## src/rtl/sel_scan_pkg.sv

```systemverilog
// sel_scan_pkg: shared types, select constants and source-advance helper for sel_scan
package sel_scan_pkg;

  typedef logic [1:0] sel_t;

  typedef enum logic [1:0] {
    IDLE,
    SETTLE,
    HOLD
  } state_t;

  localparam sel_t SEL_D0 = 2'd0;
  localparam sel_t SEL_D1 = 2'd1;
  localparam sel_t SEL_D2 = 2'd2;

  // Step one source forward in the 0->1->2->0 ring; never produces 2'b11.
  function automatic sel_t inc3(sel_t v);
    return (v == SEL_D2) ? SEL_D0 : sel_t'(v + 2'd1);
  endfunction

  // First enabled source in ring order. With incl=1 the search starts at cur
  // itself; with incl=0 it starts after cur and wraps back to cur last, so a
  // lone enabled source is picked again. Returns cur when nothing is enabled.
  function automatic sel_t next_en(sel_t cur, logic [2:0] m, logic incl);
    sel_t c0, c1, c2, r;
    c0 = incl ? cur : inc3(cur);
    c1 = inc3(c0);
    c2 = inc3(c1);
    r  = m[c2] ? c2 : cur;
    r  = m[c1] ? c1 : r;
    r  = m[c0] ? c0 : r;
    return r;
  endfunction

endpackage

```

## src/rtl/sel_scan_dwell_cnt.sv

```systemverilog
// dwell_cnt: settle-time down counter, loads DWELL-1 and flags zero
module dwell_cnt #(
  parameter int DWELL = 4
) (
  input  logic clk,
  input  logic rst_n,
  input  logic load,
  input  logic dec,
  output logic zero
);

  localparam int CW = (DWELL > 1) ? $clog2(DWELL) : 1;

  logic [CW-1:0] cnt_q;

  // Load wins over decrement; decrement saturates at zero.
  always_ff @(posedge clk) begin
    if (!rst_n)
      cnt_q <= '0;
    else if (load)
      cnt_q <= CW'(DWELL - 1);
    else if (dec && cnt_q != '0)
      cnt_q <= cnt_q - 1'b1;
  end

  assign zero = (cnt_q == '0);

endmodule

```

## src/rtl/sel_scan.sv

```systemverilog
// sel_scan: scans a 3:1 mux select, waits DWELL cycles per source, captures y with valid/ready
// Optional per-source mask port enabled by defining SEL_SCAN_MASK_EN.
module sel_scan
  import sel_scan_pkg::*;
#(
  parameter int WIDTH = 8,
  parameter int DWELL = 4
) (
  input  logic             clk,
  input  logic             rst_n,
  input  logic             en,
`ifdef SEL_SCAN_MASK_EN
  input  logic [2:0]       mask,
`endif
  input  logic [WIDTH-1:0] y,
  output logic [1:0]       s,
  output logic [WIDTH-1:0] q,
  output logic [1:0]       q_sel,
  output logic             q_valid,
  input  logic             q_ready
);

  state_t           state_q;
  sel_t             s_q;
  logic [WIDTH-1:0] q_q;
  sel_t             q_sel_q;
  logic             q_valid_q;
  logic [2:0]       m;
  logic             any_en;
  logic             hs;
  logic             cnt_load;
  logic             cnt_dec;
  logic             cnt_zero;

`ifdef SEL_SCAN_MASK_EN
  assign m = mask;
`else
  assign m = 3'b111;
`endif

  assign any_en   = |m;
  assign hs       = q_valid_q && q_ready;
  // A new dwell starts whenever a SETTLE is entered from IDLE or from a handshake.
  assign cnt_load = en && any_en && ((state_q == IDLE) || (state_q == HOLD && hs));
  assign cnt_dec  = (state_q == SETTLE);

  dwell_cnt #(.DWELL(DWELL)) u_cnt (
    .clk   (clk),
    .rst_n (rst_n),
    .load  (cnt_load),
    .dec   (cnt_dec),
    .zero  (cnt_zero)
  );

  // Scan FSM: select sequencing, sample capture and output handshake.
  always_ff @(posedge clk) begin
    if (!rst_n) begin
      state_q   <= IDLE;
      s_q       <= SEL_D0;
      q_q       <= '0;
      q_sel_q   <= SEL_D0;
      q_valid_q <= 1'b0;
    end else begin
      case (state_q)
        IDLE: begin
          if (en && any_en) begin
            state_q <= SETTLE;
            s_q     <= next_en(s_q, m, 1'b1);
          end
        end
        SETTLE: begin
          if (!en) begin
            state_q <= IDLE;
          end else if (cnt_zero) begin
            q_q       <= y;
            q_sel_q   <= s_q;
            q_valid_q <= 1'b1;
            state_q   <= HOLD;
          end
        end
        HOLD: begin
          if (hs) begin
            q_valid_q <= 1'b0;
            if (any_en)
              s_q <= next_en(s_q, m, 1'b0);
            state_q <= (en && any_en) ? SETTLE : IDLE;
          end
        end
        default: state_q <= IDLE;
      endcase
    end
  end

  assign s       = s_q;
  assign q       = q_q;
  assign q_sel   = q_sel_q;
  assign q_valid = q_valid_q;

endmodule

```

## config.mk

```make
export PLATFORM = sky130hd
export DESIGN_NAME = sel_scan
export DESIGN_NICKNAME = d
export VERILOG_FILES = /design/src/rtl/sel_scan_pkg.sv /design/src/rtl/sel_scan_dwell_cnt.sv /design/src/rtl/sel_scan.sv
export SDC_FILE = /design/constraint.sdc
export NUM_CORES = 1
export LEC_CHECK = 0
export CAP_MARGIN = 0
export CORE_MARGIN = 10
export CORE_UTILIZATION = 39
export CTS_CLUSTER_SIZE = 40
export DETAILED_ROUTE_END_ITERATION = 10
export MAX_ROUTING_LAYER = met4
export PLACE_DENSITY = 0.73
export SYNTH_ARGS = -nofsm -noshare
export SYNTH_HDL_FRONTEND = slang
export SYNTH_SLANG_ARGS = --single-unit
```

## constraint.sdc

```tcl
create_clock -name clk -period 1.5 [get_ports clk]
set_clock_uncertainty 0.2 [all_clocks]
set_input_delay 0.3 -clock clk [delete_from_list [all_inputs] [get_ports clk]]
set_output_delay 0.3 -clock clk [all_outputs]
set_load 0.005 [all_outputs]
```

==> run_results.csv <==
group,metric,value,unit
run_status,status,"completed",
timing,finalCriticalPeriod,1.41,ns
floorplan,fp.dieW,63.4,µm
grt,grt.busiest_layer,"met2",
yosys,synth_top_family_by_area,"simple AND/OR/NAND/NOR gates",
setup_path,critPathLaunch,"u_cnt.cnt_q[0]",
grt,grt-ovfl-total,0,
timing,maxSlewHeadroom,80.5,%
yosys,ys.warnings.count,0,
detailed_routing,drt_iter0_markers,7,
detailed_routing,drc,0,
final_layout,multi_input_area,369,µm²
timing,final_max_slew_viol_count,0,
timing,setup-violations-final,0,
final_layout,design_area,1080,µm²
timing,rsz0062_at_grt,"false",
final_layout,finalNetCount,134,
setup_path,worstReg2RegStart,"u_cnt.cnt_q[0]",
final_layout,drive_above_1_share,15.0,%
timing,fin_tns_setup,0,ns
grt,gr-usage-met1,9.28,%
grt,first_global_vias,691,
timing,worstMarginPinSlew,0.291,ns
timing,fmax,707,MHz
clocking,root_buffer,"clkbuf_4",
clocking,hold_buffers,0,
pwr,power.density,794,nW/µm²
clocking,cts_tree,"built",
setup_path,critPathMaxFanout,5,
grt,antenna_found_initial,0,
setup_path,worst-r2r-setup-slack,0.09,ns
yosys,syn_area,734,µm²
timing,timing.final.crit_share,94.3,%
pwr,vdd_drop_max,0.574,mV
place,portBuffers,24,
floorplan,start_util,41.6,%
yosys,synthMuxAreaShare,1.36,%
detailed_routing,postRouteAntennaNets,0,
setup_path,cp_data_required_time,1.48,ns
detailed_routing,dr.pass1.iters,3,
final_layout,regArea,343,µm²
grt,grt_max_degree,14,
detailed_routing,wl,1.79,mm
setup_path,worstSetupStartpointType,"register",
setup_path,cp-end-kind,"register",
setup_path,reg2reg_depth,5,
yosys,synthAdderAreaFrac,1.70,%
clocking,clk_latency,0.28,ns
setup_path,crit_arrival,1.40,ns
clocking,cts_buffer_depth,2,
grt,use_met2,15.8,%
detailed_routing,wire_per_inst,12.3,µm
detailed_routing,avgViaCountPerCell,4.73,
yosys,yosys_register_bits,17,
clocking,cts_max_level,1,
pwr,p_leak,0.469,nW
clocking,clk_pin_slew,0.10,ns
floorplan,dieHeight,63.4,µm
grt,met3_usage,5.12,%
final_layout,area_growth,47.7,%
place,dpl.hpwl,1.39,mm
final_layout,fillers,183,
place,gp_congestion,0.803,
floorplan,core_region_area,1760,µm²
setup_path,critPathKind,"register to register",
yosys,synth-compound-area-share,18.7,%
yosys,synthCells,87,
yosys,ys_seq_area_share,46.3,%
place,placed_area,1050,µm²
floorplan,rows,15,
yosys,synth-xor-area-share,1.19,%
floorplan,dieArea,4020,µm²
job,maxCapViolCount,0,
grt,grt_use_total,9.52,%
setup_path,r2r-end,"q_valid",
yosys,ys_types,24,
yosys,synth-simple-area-share,25.6,%
clocking,numCtsBuffers,3,
detailed_routing,vias,686,
timing,finalHoldViolCount,0,
final_layout,antenna_cells,0,
yosys,postSynthAreaPerCell,8.44,µm²
yosys,syn-num-nets,100,
floorplan,io_pins,25,
setup_path,critPathCapture,"q_valid",
clocking,cts.sinks,17,
grt,grt_pass1_wl,3.07,mm
min_path,hp-class,"register to register",
## cells in the mapped netlist
| cell type | n | area share, % |
|---|---|---|
| a21boi_0 | 1 | 1.0 |
| a21oi_1 | 14 | 9.5 |
| a22oi_1 | 1 | 1.0 |
| a31oi_1 | 1 | 0.85 |
| and4b_1 | 2 | 2.7 |
| buf_4 | 3 | 3.1 |
| clkbuf_1 | 1 | 0.51 |
| dfxtp_1 | 17 | 46 |
| ha_1 | 1 | 1.7 |
| inv_1 | 3 | 1.5 |
| mux2i_1 | 1 | 1.4 |
| nand2_1 | 21 | 11 |
| nand2b_1 | 3 | 2.6 |
| nand3_1 | 2 | 1.4 |
| nand3b_1 | 1 | 1.0 |
| nand4b_2 | 1 | 2.0 |
| nor2_1 | 5 | 2.6 |
| nor2b_1 | 1 | 0.85 |
| nor3b_2 | 1 | 1.7 |
| o211a_1 | 1 | 1.4 |
| o21a_1 | 3 | 3.1 |
| o21ai_0 | 1 | 0.68 |
| o221ai_1 | 1 | 1.2 |
| xnor2_1 | 1 | 1.2 |
## worst max-delay path, cell delays in order (launching register included)
cell and delay (ns):
dfxtp_1 0.34, inv_2 0.06, ha_4 0.17, and4b_1 0.21, buf_4 0.15, o21a_1 0.18
## area by class of cell
cell class,count,area share (%)
repair buffers,33,28.0
multi-input cells,63,34.0
inverters,3,1.04
flip-flops and latches,17,31.6
well taps,25,2.88
clock buffers,4,2.42
## cells in the final DEF (no fill, tap or decap), drive strengths merged, types with 2 or more instances in the layout
cell,netlist,layout
clkbuf,1,4
inv,3,3
dlygate4sd2,0,13
nand2b,3,3
nand3,2,2
o21a,3,3
dfxtp,17,17
nor2,5,5
a21oi,14,14
nand2,21,21
buf,3,9
clkdlybuf4s50,0,11
and4b,2,2
## report_power, final
group	internal, mW	leakage (nW)	switching, mW
Combinational	0.0827	0.315	0.0579
Clock	0.103	0.0150	0.138
Sequential	0.468	0.139	0.0119
Total	0.654	0.469	0.208
## metrics by stage
step	worst slack [ns]	utilization (%)	power (mW)	hold slack (ns)	instances
6_report	0.0859	61.5	0.862	0.253	145
5_1_grt	0.00991	61.5	0.912	0.281	145
4_1_cts	0.0408	60.9	0.864	0.254	145
3_5_place_dp	-0.152	59.6	0.625	0.243	140
3_3_place_gp	-0.114	59.6	0.621	0.241	140
2_1_floorplan	0.0560	-	0.555	0.217	87
## state kept, by name (all words and copies together), names as in the netlist
name         flops
s                2
u_cnt.cnt_q      2
q_sel            2
q_valid          1
q                8
state_q          2
## timing repair
item | 4_1_cts | 5_1_grt
cloned | 0 | 0
setup endpoints to repair | 14 | 11
buffers inserted | 1 | 0
resized for setup | 16 | 2
## metal layers
| metal | vias up | wire length [µm] |
|---|---|---|
| met5 | - | 0 |
| met2 | 17 | 898 |
| met1 | 302 | 742 |
| met3 | 2 | 133 |
| li1 | 365 | - |
| met4 | 0 | 13 |
## worst min-delay path by stage
stage | from | end | slack [ns] | depth (start not counted)
finish | q[1] | q[1] | 0.25 | 2
detailed placement | q[1] | q[1] | 0.24 | 2
CTS | q[1] | q[1] | 0.25 | 2
global route | q[3] | q[3] | 0.28 | 2
floorplan | rst_n | u_cnt.cnt_q[0] | 0.22 | 1
global placement | q[1] | q[1] | 0.24 | 2
## cell families (layout without fill, tap and decap cells)
group / after synthesis / count (layout)
DFF: 17 / 17
muxes: 1 / 1
and+or+nand+nor: 37 / 37
xor gates and xnor gates: 1 / 1
AOI/OAI and AO/OA: 23 / 23
buffers and inverters: 7 / 40
adders and majority gates: 1 / 1
No activity file was read; power rests on OpenSTA's default activity.
